**src/rtl/acm_pipe_buffer_pkg.sv**
```systemverilog
// Shared types and constants for the buffered muacm OUT->IN pipe bridge.
package acm_pipe_buffer_pkg;

  localparam logic [7:0] EOL_DEFAULT    = 8'h0A;
  localparam logic [7:0] ASCII_UPPER_LO = 8'h41;
  localparam logic [7:0] ASCII_UPPER_HI = 8'h5A;
  localparam logic [7:0] ASCII_LOWER_LO = 8'h61;
  localparam logic [7:0] ASCII_LOWER_HI = 8'h7A;
  localparam logic [7:0] ASCII_CASE_BIT = 8'h20;

  typedef enum logic [2:0] {
    ST_IDLE,
    ST_STREAM,
    ST_LINE,
    ST_DRAIN,
    ST_FLUSH
  } state_t;

  function automatic logic [7:0] swap_case(input logic [7:0] b);
    if ((b >= ASCII_UPPER_LO && b <= ASCII_UPPER_HI) ||
        (b >= ASCII_LOWER_LO && b <= ASCII_LOWER_HI))
      return b ^ ASCII_CASE_BIT;
    return b;
  endfunction

endpackage

```
**src/rtl/acm_fifo_ram.sv**
```systemverilog
// Simple dual-port byte RAM with a registered read port, shaped to map onto iCE40 EBR.
module acm_fifo_ram #(
  parameter int DEPTH = 256
) (
  input  logic                     clk_usb,
  input  logic                     we,
  input  logic [$clog2(DEPTH)-1:0] waddr,
  input  logic [7:0]               wdata,
  input  logic                     re,
  input  logic [$clog2(DEPTH)-1:0] raddr,
  output logic [7:0]               rdata
);

  logic [7:0] mem [DEPTH];

  always_ff @(posedge clk_usb) begin
    if (we) mem[waddr] <= wdata;
    if (re) rdata <= mem[raddr];
  end

endmodule

```
**src/rtl/acm_pipe_buffer.sv**
```systemverilog
// Buffered loopback between the muacm OUT and IN pipes: RAM FIFO, optional case swap,
// and an optional line-buffered release with explicit flush and idle timeout.
module acm_pipe_buffer
  import acm_pipe_buffer_pkg::*;
#(
  parameter int         DEPTH         = 256,
  parameter int         LINE_MODE     = 0,
  parameter logic [7:0] EOL           = EOL_DEFAULT,
  parameter int         CASE_SWAP     = 0,
  parameter int         FLUSH_TIMEOUT = 4800
) (
  input  logic                   clk_usb,
  input  logic                   rst_usb,
  input  logic [7:0]             out_data,
  input  logic                   out_last,
  input  logic                   out_valid,
  output logic                   out_ready,
  output logic [7:0]             in_data,
  output logic                   in_last,
  output logic                   in_valid,
  input  logic                   in_ready,
  output logic                   in_flush_now,
  output logic                   in_flush_time,
  output logic [$clog2(DEPTH):0] level,
  output logic [$clog2(DEPTH):0] lines
);

  localparam int AW   = $clog2(DEPTH);
  localparam int LW   = AW + 1;
  localparam int TO_W = (FLUSH_TIMEOUT > 1) ? $clog2(FLUSH_TIMEOUT) : 1;
  localparam logic [TO_W-1:0] TO_MAX = TO_W'((FLUSH_TIMEOUT > 0) ? FLUSH_TIMEOUT - 1 : 0);

  state_t          state;
  logic [AW-1:0]   wr_ptr, rd_ptr;
  logic [LW-1:0]   drain_left;
  logic [LW-1:0]   in_ram;
  logic [TO_W-1:0] to_cnt;
  logic            stop;
  logic            push, pop, full, push_eol, pop_eol;
  logic            release_ok, out_load, ram_re, to_run, to_hit;
  logic            vld_p0, eol_p0, last_p0;
  logic [7:0]      ram_q_p0, data_p0;
  logic            eol_p1;
  logic            unused_out_last;

  assign unused_out_last = out_last;

  assign full      = (level == LW'(DEPTH));
  assign out_ready = !full;
  assign push      = out_valid && out_ready;
  assign pop       = in_valid && in_ready;
  assign push_eol  = push && (out_data == EOL);
  assign pop_eol   = pop && eol_p1;
  assign in_flush_time = (LINE_MODE == 0);

  // Bytes still sitting in RAM, not yet in the read register or the output register
  assign in_ram = level - LW'(vld_p0) - LW'(in_valid);

  assign release_ok = (state == ST_STREAM) ||
                      (((state == ST_LINE) || (state == ST_DRAIN)) && !stop);
  assign out_load   = vld_p0 && (!in_valid || in_ready) && release_ok;
  assign ram_re     = (in_ram != '0) && (!vld_p0 || out_load);

  assign to_run = (state == ST_IDLE) && (level != '0) && (lines == '0);
  assign to_hit = (FLUSH_TIMEOUT != 0) && to_run && (to_cnt == TO_MAX);

  acm_fifo_ram #(.DEPTH(DEPTH)) u_ram (
    .clk_usb (clk_usb),
    .we      (push),
    .waddr   (wr_ptr),
    .wdata   (out_data),
    .re      (ram_re),
    .raddr   (rd_ptr),
    .rdata   (ram_q_p0)
  );

  // Stage p0: RAM read register; the EOL test sees the byte before any case swap
  assign data_p0 = (CASE_SWAP != 0) ? swap_case(ram_q_p0) : ram_q_p0;
  assign eol_p0  = (ram_q_p0 == EOL);
  assign last_p0 = (LINE_MODE != 0) &&
                   (eol_p0 || ((state == ST_DRAIN) && (drain_left == LW'(1))));

  always_ff @(posedge clk_usb or posedge rst_usb) begin
    if (rst_usb) begin
      wr_ptr   <= '0;
      rd_ptr   <= '0;
      level    <= '0;
      lines    <= '0;
      vld_p0   <= 1'b0;
      in_valid <= 1'b0;
      in_data  <= '0;
      in_last  <= 1'b0;
      eol_p1   <= 1'b0;
    end else begin
      if (push)   wr_ptr <= wr_ptr + AW'(1);
      if (ram_re) rd_ptr <= rd_ptr + AW'(1);
      case ({push, pop})
        2'b10:   level <= level + LW'(1);
        2'b01:   level <= level - LW'(1);
        default: level <= level;
      endcase
      case ({push_eol, pop_eol})
        2'b10:   lines <= lines + LW'(1);
        2'b01:   lines <= lines - LW'(1);
        default: lines <= lines;
      endcase
      if (ram_re)        vld_p0 <= 1'b1;
      else if (out_load) vld_p0 <= 1'b0;
      // Stage p1: output register, refilled on the same edge it drains
      if (out_load) begin
        in_valid <= 1'b1;
        in_data  <= data_p0;
        in_last  <= last_p0;
        eol_p1   <= eol_p0;
      end else if (pop) begin
        in_valid <= 1'b0;
        in_last  <= 1'b0;
        eol_p1   <= 1'b0;
      end
    end
  end

  always_ff @(posedge clk_usb or posedge rst_usb) begin
    if (rst_usb) begin
      state        <= ST_IDLE;
      in_flush_now <= 1'b0;
      drain_left   <= '0;
      stop         <= 1'b0;
    end else begin
      in_flush_now <= 1'b0;
      case (state)
        ST_IDLE: begin
          stop <= 1'b0;
          if (LINE_MODE == 0) begin
            state <= ST_STREAM;
          end else if (lines != '0) begin
            state <= ST_LINE;
          end else if (full || to_hit) begin
            state      <= ST_DRAIN;
            drain_left <= level;
          end
        end
        ST_STREAM: state <= ST_STREAM;
        ST_LINE, ST_DRAIN: begin
          if (out_load) begin
            if (last_p0) stop <= 1'b1;
            if (state == ST_DRAIN) drain_left <= drain_left - LW'(1);
          end
          if (pop && in_last) begin
            state        <= ST_FLUSH;
            in_flush_now <= 1'b1;
          end
        end
        ST_FLUSH: state <= ST_IDLE;
        default:  state <= ST_IDLE;
      endcase
    end
  end

  always_ff @(posedge clk_usb or posedge rst_usb) begin
    if (rst_usb)                          to_cnt <= '0;
    else if (push || !to_run || to_hit)   to_cnt <= '0;
    else                                  to_cnt <= to_cnt + TO_W'(1);
  end

endmodule
```
**config.mk**
```make
export PLATFORM = sky130hd
export DESIGN_NAME = acm_pipe_buffer
export DESIGN_NICKNAME = d
export VERILOG_FILES = /design/src/rtl/acm_pipe_buffer_pkg.sv /design/src/rtl/acm_fifo_ram.sv /design/src/rtl/acm_pipe_buffer.sv
export SDC_FILE = /design/constraint.sdc
export NUM_CORES = 2
export LEC_CHECK = 0
export ABC_AREA = 0
export CORE_ASPECT_RATIO = 1.1
export CORE_MARGIN = 2
export CORE_UTILIZATION = 52
export DETAILED_ROUTE_END_ITERATION = 8
export GPL_ROUTABILITY_DRIVEN = 0
export HOLD_SLACK_MARGIN = 0.12
export PLACE_DENSITY = 0.75
export SYNTH_ARGS = -nofsm -noshare
export SYNTH_HDL_FRONTEND = slang
export SYNTH_SLANG_ARGS = --single-unit
export TNS_END_PERCENT = 10
```
**constraint.sdc**
```tcl
create_clock -name clk_usb -period 11.7 [get_ports clk_usb]
set_input_delay 1.755 -clock clk_usb [delete_from_list [all_inputs] [get_ports clk_usb]]
set_output_delay 1.755 -clock clk_usb [all_outputs]
set_load 0.02 [all_outputs]
```
==> flow_summary.json <==
{
  "dieHeight_um": 422,
  "overflow": 0,
  "fin_crit_ps": 5170,
  "finalWirelength_um": 198000,
  "synthTopCellsByArea": "edfxtp_1, mux4_2, mux2i_1",
  "hold_violations": 0,
  "yosysWarningCount": 0,
  "dr.pass1.iters": 7,
  "grt_pass1_vias": 40600,
  "placed_cells_incl_taps": 5927,
  "vdd_drop_max_uv": 181,
  "avgSynthCellArea_um2": 20.9,
  "hold_path_class": "flip-flop to flip-flop",
  "layout.cells.non_filler": 6273,
  "cp.required_ps": 12440,
  "cts_root_buffer": "clkbuf_16",
  "fmax_ghz": 0.193,
  "endpoint_kind": "flip-flop",
  "ant_nets": 0,
  "track_usage": 0.244,
  "max-cap-violations": 0,
  "leakage_nw": 28.3,
  "postCtsSetupRepairBufs": 0,
  "syn-cell-area_um2": 82600,
  "cts_resized": 0,
  "grt_pass1_wl_um": 286000,
  "fin_skew_ps": 32.9,
  "setup_viol": 0,
  "period_share": 0.442,
  "synth-edff-count": 2056,
  "synth_top_cell_by_area": "edfxtp_1",
  "clkLatencyLatePin_ps": 830,
  "syn_inst": 3956,
  "dieArea_um2": 162000,
  "drc": 0,
  "fill_cells": 11000,
  "antenna_found_initial": 2,
  "p_per_area_nw_per_um2": 227,
  "io_buffers": 39,
  "cts_tree": "yes",
  "num-nets-final": 4060,
  "synth_cell_types": 75,
  "grt_max_degree": 135,
  "die_w_um": 384,
  "cts_buffers": 189,
  "initial_core_util": 0.523,
  "via_per_inst": 6.52,
  "crit_arrival_ps": 5910,
  "rows": 153,
  "cp_max_fo": 23,
  "max_slew_margin": 0.246,
  "vias": 40900,
  "area_delta_synth_final_pct": 9.82,
  "yosys_most_used_dff": "edfxtp_1",
  "cp-start-kind": "input pin",
  "layout-drive-gt1-share": 0.210,
  "io_pins": 44,
  "grt_setup_unrepaired": "no",
  "async_flop_share": 0.0219,
  "cts-hold-fix-buffers": 0,
  "detail_route.wl_per_cell_um": 31.5,
  "clk_path_buf_depth": 3,
  "synth_seq_cells": 2102,
  "dpl.hpwl_um": 114000,
  "setup_tns_ps": 0,
  "drv_slew": 0,
  "cts_sinks": 2102,
  "clk_pin_slew_ps": 60,
  "yosysSeqAreaShare": 0.761,
  "core_um2": 158000,
  "status": "complete, no violations",
  "cts_max_level": 4,
  "drtIter0Drc": 5980,
  "synth_top_area_share": 0.747,
  "worst_pin_slew_ps": 1130,
  "crit_type": "input pin to flip-flop"
}
[worst max-delay path, cell delays in order]
cell and delay (ps):
clkdlybuf4s50_1 450, and2_1 860, nand3_1 470, ha_1 560, xor2_1 210, ha_1 210, nor3_1 60, o21ba_2 220
a2111oi_0 410, a211oi_1 160, mux2i_1 150, a21oi_1 200, xor2_1 170
[registers in the layout, summed over array words and instances, names as in the netlist, 8 cells and up]
signal / cells
rd_ptr: 8
lines: 9
in_data: 8
wr_ptr: 8
u_ram.rdata: 8
level: 9
u_ram.mem: 2048
[cell type report]
class                           instances  area [µm²]  share of cell area
Clock buffer                          245        5150              0.0568
Antenna cell                            1        2.50           0.0000276
Sequential cell                      2102       62900               0.693
Timing Repair Buffer                  117        1070              0.0118
Inverter                               18        72.6            0.000800
Multi-Input combinational cell       1598       18300               0.201
Tap cell                             2092        2620              0.0288
Clock inverter                        100         647             0.00713
[cells by family after synthesis]
group / synth area share
multiplexers: 0.159
XOR/XNOR: 0.00392
AND/OR/NAND/NOR: 0.0262
other: 0.0000909
flip-flops: 0.761
AO/OA/AOI/OAI: 0.0281
buffers and inverters: 0.0185
adder cells (fa/ha/maj): 0.00336
[final timing paths]
| path | to | start | depth (start not counted) | slack [ps] |
|---|---|---|---|---|
| worst max-delay path | lines[8] | out_valid | 13 | 6530 |
| worst min-delay path | lines[8] | lines[8] | 1 | 470 |
| worst max register to register | u_ram.rdata[3] | rd_ptr[0] | 9 | 6590 |
| worst min register to register | lines[8] | lines[8] | 1 | 470 |
| max in group asynchronous | rd_ptr[2] | rst_usb | 3 | 9680 |
| min in group asynchronous | in_data[5] | rst_usb | 3 | 1470 |
[metal layers]
metal / share of wire / wire, µm / up-vias / track usage
met1: 0.37 / 73700 / 21500 / 0.338
li1: - / - / 16500 / -
met5: 0.00017 / 34 / - / 0
met3: 0.098 / 19400 / 414 / 0.0436
met4: 0.045 / 8840 / 4 / 0.104
met2: 0.48 / 95700 / 2471 / 0.384
[power breakdown]
part / internal, mW / switching (mW) / total [mW]
sequential: 8.43 / 0.225 / 8.65
combinational: 2.47 / 3.59 / 6.06
clock: 3.23 / 2.65 / 5.88
[cells in the mapped netlist, types with 6 or more instances]
cell and instances:
edfxtp_1 2056, mux4_2 469, nor2_1 312, mux2i_1 189, buf_2 79, clkbuf_1 76
a21oi_1 67, nand2_1 61, dfrtp_1 46, o22ai_1 44, o221ai_1 42, mux2_2 40
buf_4 38, o21ai_0 38, nand3_1 31, a221oi_1 28, buf_6 28, xnor2_1 24
nor2b_1 22, ha_1 19, nor3_1 18, a211oi_1 15, a22oi_1 14, inv_1 14
xor2_1 13, a2111oi_0 11, buf_1 10, a211o_1 8, mux4_1 8, buf_8 7
nand2b_1 7, nand4_1 7, nor4_1 6, o21bai_1 6, or3_1 6
[through the flow]
step / cell area (µm²) / utilization / worst slack [ps] / total power [mW] / hold WS [ps]
2_1_floorplan: 82600 / - / 7160 / 12.8 / 463
3_3_place_gp: 84900 / 0.538 / 5830 / 14.7 / 456
6_report: 90700 / 0.575 / 6530 / 20.6 / 469
3_5_place_dp: 84900 / 0.538 / 5760 / 14.8 / 465
4_1_cts: 90700 / 0.575 / 6520 / 20.6 / 477
5_1_grt: 90700 / 0.575 / 6160 / 21.1 / 503
[placed cells by master (no fill, tap or decap), types with 52 or more instances in the layout]
cell       instances
buf_4             73
clkbuf_16        197
a21oi_1           66
clkinv_1          52
edfxtp_1        2056
nand2_1           61
mux2i_1          189
nor2_1           311
mux4_2           469
No activity file was read; power rests on OpenSTA's default activity.
